===== config.mk =====
export PLATFORM = sky130hd
export DESIGN_NAME = ex_issue_stage_flat
export DESIGN_NICKNAME = d
export VERILOG_FILES = /design/src/rtl/ex_issue_stage_if.sv /design/src/rtl/ex_issue_stage.sv /design/src/flat_wrapper.sv
export SDC_FILE = /design/constraint.sdc
export NUM_CORES = 1
export LEC_CHECK = 0
export CAP_MARGIN = 20
export CORE_ASPECT_RATIO = 0.5
export CORE_MARGIN = 4
export CORE_UTILIZATION = 43
export CTS_BUF_LIST = sky130_fd_sc_hd__clkbuf_16
export DETAILED_ROUTE_END_ITERATION = 16
export GPL_ROUTABILITY_DRIVEN = 0
export PLACE_DENSITY = 0.78
export SYNTH_ARGS = -nofsm -noshare
export SYNTH_HDL_FRONTEND = slang
export SYNTH_SLANG_ARGS = --single-unit

===== constraint.sdc =====
create_clock -name clk -period 3.1 [get_ports clk]
set_input_delay 0.62 -clock clk [delete_from_list [all_inputs] [get_ports clk]]
set_output_delay 0.62 -clock clk [all_outputs]
set_load 0.02 [all_outputs]

===== src/rtl/ex_issue_stage_if.sv =====
//------------------------------------------------------------------------------
// ex_issue_stage_if : ID/bypass/EX signal bundle around the ID/EX issue stage.
// Revision: 1.0
//------------------------------------------------------------------------------
`default_nettype none

interface ex_issue_stage_if #(
    parameter int XLEN   = 32,
    parameter int REG_AW = 5
);
    logic              flush;
    // ID side
    logic              id_valid;
    logic              id_ready;
    logic [XLEN-1:0]   id_pc;
    logic [2:0]        id_funct3;
    logic              id_funct7b5;
    logic              id_is_imm;
    logic              id_add_only;
    logic              id_use_rs1;
    logic              id_use_rs2;
    logic [REG_AW-1:0] id_rs1;
    logic [REG_AW-1:0] id_rs2;
    logic [REG_AW-1:0] id_rd;
    logic [XLEN-1:0]   id_rs1_data;
    logic [XLEN-1:0]   id_rs2_data;
    logic [XLEN-1:0]   id_imm;
    logic              id_reg_write;
    logic              id_is_load;
    // Bypass sources
    logic              exm_valid;
    logic              exm_reg_write;
    logic              exm_is_load;
    logic [REG_AW-1:0] exm_rd;
    logic [XLEN-1:0]   exm_result;
    logic              mwb_valid;
    logic              mwb_reg_write;
    logic [REG_AW-1:0] mwb_rd;
    logic [XLEN-1:0]   mwb_result;
    // EX side
    logic              ex_valid;
    logic              ex_ready;
    logic [XLEN-1:0]   ex_alu_da;
    logic [XLEN-1:0]   ex_alu_db;
    logic [3:0]        ex_alu_ctl;
    logic [REG_AW-1:0] ex_rd;
    logic              ex_reg_write;
    logic              ex_is_load;
    logic [XLEN-1:0]   ex_pc;
    logic [XLEN-1:0]   ex_rs2_fwd;

    modport slave (
        input  flush,
        input  id_valid, id_pc, id_funct3, id_funct7b5, id_is_imm, id_add_only,
        input  id_use_rs1, id_use_rs2, id_rs1, id_rs2, id_rd,
        input  id_rs1_data, id_rs2_data, id_imm, id_reg_write, id_is_load,
        input  exm_valid, exm_reg_write, exm_is_load, exm_rd, exm_result,
        input  mwb_valid, mwb_reg_write, mwb_rd, mwb_result,
        input  ex_ready,
        output id_ready,
        output ex_valid, ex_alu_da, ex_alu_db, ex_alu_ctl, ex_rd,
        output ex_reg_write, ex_is_load, ex_pc, ex_rs2_fwd
    );

    modport master (
        output flush,
        output id_valid, id_pc, id_funct3, id_funct7b5, id_is_imm, id_add_only,
        output id_use_rs1, id_use_rs2, id_rs1, id_rs2, id_rd,
        output id_rs1_data, id_rs2_data, id_imm, id_reg_write, id_is_load,
        output exm_valid, exm_reg_write, exm_is_load, exm_rd, exm_result,
        output mwb_valid, mwb_reg_write, mwb_rd, mwb_result,
        output ex_ready,
        input  id_ready,
        input  ex_valid, ex_alu_da, ex_alu_db, ex_alu_ctl, ex_rd,
        input  ex_reg_write, ex_is_load, ex_pc, ex_rs2_fwd
    );
endinterface

`default_nettype wire


===== src/rtl/ex_issue_stage.sv =====
//------------------------------------------------------------------------------
// ex_issue_stage : one-entry ID/EX register with ALU encode, bypass, load-use.
// Revision: 1.0
//------------------------------------------------------------------------------
`default_nettype none

module ex_issue_stage #(
    parameter int XLEN   = 32,
    parameter int REG_AW = 5
) (
    input  wire logic          clk,
    input  wire logic          rst_n,
    ex_issue_stage_if.slave    bus
);
    localparam logic [3:0] C_ALU_ADD  = 4'b0000;
    localparam logic [3:0] C_ALU_SUB  = 4'b0001;
    localparam logic [3:0] C_ALU_SLL  = 4'b0101;
    localparam logic [3:0] C_ALU_SLT  = 4'b1001;
    localparam logic [3:0] C_ALU_SLTU = 4'b1010;
    localparam logic [3:0] C_ALU_XOR  = 4'b1110;
    localparam logic [3:0] C_ALU_SRL  = 4'b0110;
    localparam logic [3:0] C_ALU_SRA  = 4'b0111;
    localparam logic [3:0] C_ALU_OR   = 4'b1101;
    localparam logic [3:0] C_ALU_AND  = 4'b1100;

    function automatic logic [3:0] enc_ctl(input logic [2:0] f3, input logic f7b5,
                                           input logic is_imm, input logic add_only);
        logic [3:0] ctl;
        case (f3)
            3'b000:  ctl = (!is_imm && f7b5) ? C_ALU_SUB : C_ALU_ADD;
            3'b001:  ctl = C_ALU_SLL;
            3'b010:  ctl = C_ALU_SLT;
            3'b011:  ctl = C_ALU_SLTU;
            3'b100:  ctl = C_ALU_XOR;
            3'b101:  ctl = f7b5 ? C_ALU_SRA : C_ALU_SRL;
            3'b110:  ctl = C_ALU_OR;
            default: ctl = C_ALU_AND;
        endcase
        return add_only ? C_ALU_ADD : ctl;
    endfunction

    function automatic logic [XLEN-1:0] fwd(
        input logic [REG_AW-1:0] rs,      input logic [XLEN-1:0] held,
        input logic              exm_en,  input logic [REG_AW-1:0] exm_rd,
        input logic [XLEN-1:0]   exm_res, input logic mwb_en,
        input logic [REG_AW-1:0] mwb_rd,  input logic [XLEN-1:0] mwb_res);
        if (rs == '0)                       return '0;
        else if (exm_en && exm_rd == rs)    return exm_res;
        else if (mwb_en && mwb_rd == rs)    return mwb_res;
        else                                return held;
    endfunction

    logic              hv_q, hv_d;
    logic [XLEN-1:0]   pc_q, pc_d;
    logic [3:0]        ctl_q, ctl_d;
    logic              is_imm_q, is_imm_d;
    logic              use_rs1_q, use_rs1_d;
    logic              use_rs2_q, use_rs2_d;
    logic [REG_AW-1:0] rs1_q, rs1_d;
    logic [REG_AW-1:0] rs2_q, rs2_d;
    logic [REG_AW-1:0] rd_q, rd_d;
    logic [XLEN-1:0]   rs1_data_q, rs1_data_d;
    logic [XLEN-1:0]   rs2_data_q, rs2_data_d;
    logic [XLEN-1:0]   imm_q, imm_d;
    logic              reg_write_q, reg_write_d;
    logic              is_load_q, is_load_d;

    logic              exm_en, mwb_en, hz, ex_valid, fire, id_ready, capture;
    logic [XLEN-1:0]   fwd_rs1, fwd_rs2;

    // Loads in EX/MEM have no data yet, so they never bypass and instead stall.
    assign exm_en  = bus.exm_valid & bus.exm_reg_write & ~bus.exm_is_load;
    assign mwb_en  = bus.mwb_valid & bus.mwb_reg_write;
    assign fwd_rs1 = fwd(rs1_q, rs1_data_q, exm_en, bus.exm_rd, bus.exm_result,
                         mwb_en, bus.mwb_rd, bus.mwb_result);
    assign fwd_rs2 = fwd(rs2_q, rs2_data_q, exm_en, bus.exm_rd, bus.exm_result,
                         mwb_en, bus.mwb_rd, bus.mwb_result);

    assign hz = hv_q & bus.exm_valid & bus.exm_is_load & bus.exm_reg_write &
                (bus.exm_rd != '0) &
                ((use_rs1_q & (bus.exm_rd == rs1_q)) | (use_rs2_q & (bus.exm_rd == rs2_q)));
    assign ex_valid = hv_q & ~hz & ~bus.flush;
    assign fire     = ex_valid & bus.ex_ready;
    assign id_ready = ~hv_q | fire;
    assign capture  = bus.id_valid & id_ready & ~bus.flush;

    always_comb begin
        hv_d        = hv_q;
        pc_d        = pc_q;
        ctl_d       = ctl_q;
        is_imm_d    = is_imm_q;
        use_rs1_d   = use_rs1_q;
        use_rs2_d   = use_rs2_q;
        rs1_d       = rs1_q;
        rs2_d       = rs2_q;
        rd_d        = rd_q;
        rs1_data_d  = rs1_data_q;
        rs2_data_d  = rs2_data_q;
        imm_d       = imm_q;
        reg_write_d = reg_write_q;
        is_load_d   = is_load_q;
        if (bus.flush) begin
            hv_d = 1'b0;
        end else if (capture) begin
            hv_d        = 1'b1;
            pc_d        = bus.id_pc;
            ctl_d       = enc_ctl(bus.id_funct3, bus.id_funct7b5, bus.id_is_imm, bus.id_add_only);
            is_imm_d    = bus.id_is_imm;
            use_rs1_d   = bus.id_use_rs1;
            use_rs2_d   = bus.id_use_rs2;
            rs1_d       = bus.id_rs1;
            rs2_d       = bus.id_rs2;
            rd_d        = bus.id_rd;
            rs1_data_d  = bus.id_rs1_data;
            rs2_data_d  = bus.id_rs2_data;
            imm_d       = bus.id_imm;
            reg_write_d = bus.id_reg_write;
            is_load_d   = bus.id_is_load;
        end else if (fire) begin
            hv_d = 1'b0;
        end
        // A stalled instruction latches its bypassed operands so they survive
        // the producer leaving the pipeline.
        if (hv_q && !fire && !capture) begin
            rs1_data_d = fwd_rs1;
            rs2_data_d = fwd_rs2;
        end
    end

    always_ff @(posedge clk or negedge rst_n) begin
        if (!rst_n) begin
            hv_q        <= 1'b0;
            pc_q        <= '0;
            ctl_q       <= '0;
            is_imm_q    <= 1'b0;
            use_rs1_q   <= 1'b0;
            use_rs2_q   <= 1'b0;
            rs1_q       <= '0;
            rs2_q       <= '0;
            rd_q        <= '0;
            rs1_data_q  <= '0;
            rs2_data_q  <= '0;
            imm_q       <= '0;
            reg_write_q <= 1'b0;
            is_load_q   <= 1'b0;
        end else begin
            hv_q        <= hv_d;
            pc_q        <= pc_d;
            ctl_q       <= ctl_d;
            is_imm_q    <= is_imm_d;
            use_rs1_q   <= use_rs1_d;
            use_rs2_q   <= use_rs2_d;
            rs1_q       <= rs1_d;
            rs2_q       <= rs2_d;
            rd_q        <= rd_d;
            rs1_data_q  <= rs1_data_d;
            rs2_data_q  <= rs2_data_d;
            imm_q       <= imm_d;
            reg_write_q <= reg_write_d;
            is_load_q   <= is_load_d;
        end
    end

    assign bus.id_ready     = id_ready;
    assign bus.ex_valid     = ex_valid;
    assign bus.ex_alu_da    = fwd_rs1;
    assign bus.ex_alu_db    = is_imm_q ? imm_q : fwd_rs2;
    assign bus.ex_rs2_fwd   = fwd_rs2;
    assign bus.ex_alu_ctl   = ctl_q;
    assign bus.ex_rd        = rd_q;
    assign bus.ex_reg_write = reg_write_q;
    assign bus.ex_is_load   = is_load_q;
    assign bus.ex_pc        = pc_q;

endmodule

`default_nettype wire


===== src/flat_wrapper.sv =====
// flat-port wrapper written by rule: the top's interface ports become plain ports
module ex_issue_stage_flat 
#(
    parameter int XLEN   = 32,
    parameter int REG_AW = 5
)
  (clk, rst_n, bus_flush, bus_id_valid, bus_id_pc, bus_id_funct3, bus_id_funct7b5, bus_id_is_imm, bus_id_add_only, bus_id_use_rs1, bus_id_use_rs2, bus_id_rs1, bus_id_rs2, bus_id_rd, bus_id_rs1_data, bus_id_rs2_data, bus_id_imm, bus_id_reg_write, bus_id_is_load, bus_exm_valid, bus_exm_reg_write, bus_exm_is_load, bus_exm_rd, bus_exm_result, bus_mwb_valid, bus_mwb_reg_write, bus_mwb_rd, bus_mwb_result, bus_ex_ready, bus_id_ready, bus_ex_valid, bus_ex_alu_da, bus_ex_alu_db, bus_ex_alu_ctl, bus_ex_rd, bus_ex_reg_write, bus_ex_is_load, bus_ex_pc, bus_ex_rs2_fwd);
  ex_issue_stage_if #(.XLEN(XLEN), .REG_AW(REG_AW)) bus_i ();
  input  wire logic clk;
  input  wire logic rst_n;
  input wire logic [$bits(bus_i.flush)-1:0] bus_flush;
  input wire logic [$bits(bus_i.id_valid)-1:0] bus_id_valid;
  input wire logic [$bits(bus_i.id_pc)-1:0] bus_id_pc;
  input wire logic [$bits(bus_i.id_funct3)-1:0] bus_id_funct3;
  input wire logic [$bits(bus_i.id_funct7b5)-1:0] bus_id_funct7b5;
  input wire logic [$bits(bus_i.id_is_imm)-1:0] bus_id_is_imm;
  input wire logic [$bits(bus_i.id_add_only)-1:0] bus_id_add_only;
  input wire logic [$bits(bus_i.id_use_rs1)-1:0] bus_id_use_rs1;
  input wire logic [$bits(bus_i.id_use_rs2)-1:0] bus_id_use_rs2;
  input wire logic [$bits(bus_i.id_rs1)-1:0] bus_id_rs1;
  input wire logic [$bits(bus_i.id_rs2)-1:0] bus_id_rs2;
  input wire logic [$bits(bus_i.id_rd)-1:0] bus_id_rd;
  input wire logic [$bits(bus_i.id_rs1_data)-1:0] bus_id_rs1_data;
  input wire logic [$bits(bus_i.id_rs2_data)-1:0] bus_id_rs2_data;
  input wire logic [$bits(bus_i.id_imm)-1:0] bus_id_imm;
  input wire logic [$bits(bus_i.id_reg_write)-1:0] bus_id_reg_write;
  input wire logic [$bits(bus_i.id_is_load)-1:0] bus_id_is_load;
  input wire logic [$bits(bus_i.exm_valid)-1:0] bus_exm_valid;
  input wire logic [$bits(bus_i.exm_reg_write)-1:0] bus_exm_reg_write;
  input wire logic [$bits(bus_i.exm_is_load)-1:0] bus_exm_is_load;
  input wire logic [$bits(bus_i.exm_rd)-1:0] bus_exm_rd;
  input wire logic [$bits(bus_i.exm_result)-1:0] bus_exm_result;
  input wire logic [$bits(bus_i.mwb_valid)-1:0] bus_mwb_valid;
  input wire logic [$bits(bus_i.mwb_reg_write)-1:0] bus_mwb_reg_write;
  input wire logic [$bits(bus_i.mwb_rd)-1:0] bus_mwb_rd;
  input wire logic [$bits(bus_i.mwb_result)-1:0] bus_mwb_result;
  input wire logic [$bits(bus_i.ex_ready)-1:0] bus_ex_ready;
  output wire logic [$bits(bus_i.id_ready)-1:0] bus_id_ready;
  output wire logic [$bits(bus_i.ex_valid)-1:0] bus_ex_valid;
  output wire logic [$bits(bus_i.ex_alu_da)-1:0] bus_ex_alu_da;
  output wire logic [$bits(bus_i.ex_alu_db)-1:0] bus_ex_alu_db;
  output wire logic [$bits(bus_i.ex_alu_ctl)-1:0] bus_ex_alu_ctl;
  output wire logic [$bits(bus_i.ex_rd)-1:0] bus_ex_rd;
  output wire logic [$bits(bus_i.ex_reg_write)-1:0] bus_ex_reg_write;
  output wire logic [$bits(bus_i.ex_is_load)-1:0] bus_ex_is_load;
  output wire logic [$bits(bus_i.ex_pc)-1:0] bus_ex_pc;
  output wire logic [$bits(bus_i.ex_rs2_fwd)-1:0] bus_ex_rs2_fwd;
  assign bus_i.flush = bus_flush;
  assign bus_i.id_valid = bus_id_valid;
  assign bus_i.id_pc = bus_id_pc;
  assign bus_i.id_funct3 = bus_id_funct3;
  assign bus_i.id_funct7b5 = bus_id_funct7b5;
  assign bus_i.id_is_imm = bus_id_is_imm;
  assign bus_i.id_add_only = bus_id_add_only;
  assign bus_i.id_use_rs1 = bus_id_use_rs1;
  assign bus_i.id_use_rs2 = bus_id_use_rs2;
  assign bus_i.id_rs1 = bus_id_rs1;
  assign bus_i.id_rs2 = bus_id_rs2;
  assign bus_i.id_rd = bus_id_rd;
  assign bus_i.id_rs1_data = bus_id_rs1_data;
  assign bus_i.id_rs2_data = bus_id_rs2_data;
  assign bus_i.id_imm = bus_id_imm;
  assign bus_i.id_reg_write = bus_id_reg_write;
  assign bus_i.id_is_load = bus_id_is_load;
  assign bus_i.exm_valid = bus_exm_valid;
  assign bus_i.exm_reg_write = bus_exm_reg_write;
  assign bus_i.exm_is_load = bus_exm_is_load;
  assign bus_i.exm_rd = bus_exm_rd;
  assign bus_i.exm_result = bus_exm_result;
  assign bus_i.mwb_valid = bus_mwb_valid;
  assign bus_i.mwb_reg_write = bus_mwb_reg_write;
  assign bus_i.mwb_rd = bus_mwb_rd;
  assign bus_i.mwb_result = bus_mwb_result;
  assign bus_i.ex_ready = bus_ex_ready;
  assign bus_id_ready = bus_i.id_ready;
  assign bus_ex_valid = bus_i.ex_valid;
  assign bus_ex_alu_da = bus_i.ex_alu_da;
  assign bus_ex_alu_db = bus_i.ex_alu_db;
  assign bus_ex_alu_ctl = bus_i.ex_alu_ctl;
  assign bus_ex_rd = bus_i.ex_rd;
  assign bus_ex_reg_write = bus_i.ex_reg_write;
  assign bus_ex_is_load = bus_i.ex_is_load;
  assign bus_ex_pc = bus_i.ex_pc;
  assign bus_ex_rs2_fwd = bus_i.ex_rs2_fwd;
  ex_issue_stage #(.XLEN(XLEN), .REG_AW(REG_AW)) u_core (.clk(clk), .rst_n(rst_n), .bus(bus_i));
endmodule

==> impl_results.md <==
* Status: complete, but fails checks
* Failing checks: setup timing
* Worst path max stage delay at 0.53 ns
* Post-DP HPWL at 25,400 um
* Setup crit start: u_core.rs2_q[3]$_DFFE_PN0P_
* Core Area at 0.0199 mm^2
* R2R setup slack at 0.23 ns
* Leak Pwr at 6.41 nW
* Asr flop ratio synth at 100%
* Max capacitance violation total at 0
* Setup total negative slack at -10.97 ns
* Origin of the critical flop-to-flop path: u_core.rs2_q[2]$_DFFE_PN0P_
* Die Ht at 110 um
* Clock latency on the worst-skew pair at 0.44 ns
* Crit path capture type: output port
* Slew Limit Fails at 0
* Synthesized area at 0.00889 mm^2
* Initial antenna violation count at 3
* Max_slew headroom at 53.5%
* Max H-tree Level at 4
* Worst-path maximum fanout at 6
* Grt total ovfl at 0
* Post-CTS Hold Fix Bufs at 0
* Ranking of synthesized cells by area: dfrtp_1 (43%), mux2_2 (8.6%), mux2i_1 (7.2%), o21ai_0 (5.5%), a221o_1 (3.6%)
* Startpoint Class: flip-flop
* Inserted Clock Buffers at 17
* Finished Layout Cells at 1,603
* WL met3 at 2960 um
* Post-Route M1 WL at 14,800 um
* RR Endpoint: u_core.rs2_data_q[24]$_DFFE_PN0P_
* DRC errors left at 0
* GR Util All Layers at 30.9%
* Clock Sinks at 153
* Pin count of the biggest net entering global routing at 86
* Critical path depth at 8
* Leading area contributor after synthesis: dfrtp_1
* First-pass GRT wire length at 55,000 um
* Fin. Hold Viols at 0
* Via/cell ratio at 6.00
* Root buffer cell: clkbuf_16
* Netlist cell types at 39
* Met2 WL at 19,100 um
* Slew @ Worst Pin at 0.697 ns
* Initial DRC Count at 1,041
* Critical Path RT at 2.48 ns
* Nets@finish at 1,559
* Worst path slowest cell: or3_4
* DRT Pass-1 Iters at 6
* Clock Pin Slew Worst Setup and Hold Paths at 0.06 ns
* Setup WS post-layout at -0.326 ns
* Vias at 9,611
* CTS tree: yes
* Area share of the largest cell type after synthesis at 43.0%
* Post-DRT Antenna Nets at 0
* Number of flops mapped to enable cells by yosys at 0
* Largest delay share family, worst path: simple AND/OR/NAND/NOR gates
* IO Port Bufs at 377
* Crit path buffers/inverters at 3
* Ports at 378
* Worst vdd ir at 457 uV
* Longest Clk Path Bufs at 2
* Layout cells sized above 1 at 29.5%
* Fin area at 0.0149 mm^2
* Cells along the critical path: buf_4, xnor2_2, nand3_2, or3_4, buf_12, a221o_1, o21ai_0, buf_2
* Die area at 0.0232 mm^2
* Most common cell after layout, fill and taps aside: clkdlybuf4s50_1
* Die Width at 211 um
* Mean Syn Cell Area at 9.74 um^2
* Mapped Nets at 1,150
* Placed cell count at 1,539
* Final wirelength at 38,700 um
* Final hold slack at 0.178 ns
* Core Rows at 36
* Synthesized flop and latch total at 153
* HP Class: in -> async
* CP endpoint: bus_ex_alu_db[10]
* Placed instance area at 0.0133 mm^2
* PwrDens at 585 mW/mm^2
* Most frequent cells in the layout: clkdlybuf4s50_1 (266), dfrtp_1 (152), buf_4 (101), o21ai_0 (73), nand2_1 (69)
* # setup viols final at 67
* Final period util at 111%
* Wire per inst at 24.1 um
* Worst path arrival time at 2.81 ns
* Min Tclk post-route at 3.43 ns
* Vias in the first global route at 9,554
* Synth Instances at 913
* Starting Density at 44.8%
* Pre-CTS setup slack at -0.844 ns
* Seq/Total Area, Yosys at 43.0%
* Worst R2R Path Depth at 15
* Most common flop cell mapped by yosys: dfrtp_1
* Clk_skew at 0.0104 ns
* Max Clock Freq at 292 MHz
* Synth Warn # at 0
* RSZ-0062 raised after global routing: yes
* Critical path class: reg -> out
* P&R area growth vs syn at 68.0%
* Uppermost layer routed: met4
==> area by class of cell <==
class | count | area (um^2)
fill | 1317 | 4920
inverter | 37 | 141
clock inverter | 14 | 180
tap | 266 | 333
antenna | 3 | 7.51
sequential | 153 | 3830
multi-input combinational | 632 | 5160
clock buffer | 17 | 425
timing repair buffer | 481 | 4870
==> worst min-delay path by stage <==
stage,startpoint,endpoint,slack [ns],cells past startpoint
global route,rst_n,u_core.rs1_data_q[5]$_DFFE_PN0P_,0.20,1
finish,rst_n,u_core.rs1_data_q[5]$_DFFE_PN0P_,0.18,1
floorplan,rst_n,u_core.bus.ex_alu_ctl[0]$_DFFE_PN0P_,0.32,0
detailed placement,u_core.bus.ex_pc[28]$_DFFE_PN0P_,u_core.bus.ex_pc[28]$_DFFE_PN0P_,0.48,1
global placement,u_core.bus.ex_rd[1]$_DFFE_PN0P_,u_core.bus.ex_rd[1]$_DFFE_PN0P_,0.47,1
CTS,rst_n,u_core.rs1_data_q[5]$_DFFE_PN0P_,0.19,1
==> stage by stage <==
step	utilization [%]	power, W
after global routing	75.2	0.00910
after CTS	72.4	0.00842
after detailed placement	67.1	0.00618
after floorplan	-	0.00437
after global placement	67.1	0.00611
final	75.2	0.00874
==> cells in the mapped netlist (2+ instances only) <==
master,n
xnor2_1,16
a221o_1,32
xor2_1,4
mux2i_1,64
a21oi_1,37
a211oi_1,32
or4_1,2
buf_4,7
o21ai_0,97
nor2b_1,33
dfrtp_1,153
nand2_1,70
mux2_1,20
a31oi_1,32
nand4_1,33
inv_1,37
buf_2,15
buf_6,3
nand3_1,5
o41ai_1,32
or3_1,2
mux2_2,68
nor2_1,39
clkbuf_1,65
==> where the power goes <==
group / switching, W / internal (W) / total, W
combinational: 0.00203 / 0.00187 / 0.00390
sequential: 0.000246 / 0.00239 / 0.00263
clock: 0.000880 / 0.00133 / 0.00221
total: 0.00316 / 0.00559 / 0.00874
==> sequential cells by signal, summed over array words and instances (netlist names), 4 cells and up <==
register,count
u_core.bus.ex_pc,32
u_core.imm_q,32
u_core.rs1_data_q,32
u_core.rs2_data_q,32
u_core.bus.ex_rd,5
u_core.rs1_q,5
u_core.rs2_q,5
u_core.bus.ex_alu_ctl,4
==> logic make-up (layout without fill, tap and decap cells) <==
kind of cell           count (synthesis)  after routing  synth area share [%]
flip-flops                           153            153                  43.0
XOR/XNOR                              20             20                  1.97
buffers and inverters                128            549                  6.16
other                                  0              3                     0
multiplexers                         152            152                  18.3
AND/OR/NAND/NOR                      190            190                  10.3
AO/OA/AOI/OAI                        270            270                  20.2
==> what timing repair did <==
| action | CTS | global route |
|---|---|---|
| gates resized for setup | 612 | 141 |
| buffers inserted | 18 | 6 |
| gates cloned | 10 | 0 |
| pin swaps | 31 | 17 |
| setup endpoints to repair | 121 | 111 |
==> per-layer routing <==
metal	GRT usage, %	vias to the layer above
li1	-	4204
met1	38.9	4709
met5	0	-
met3	6.01	141
met2	51.9	557
met4	15.3	0
(Power assumes the default switching activity.)
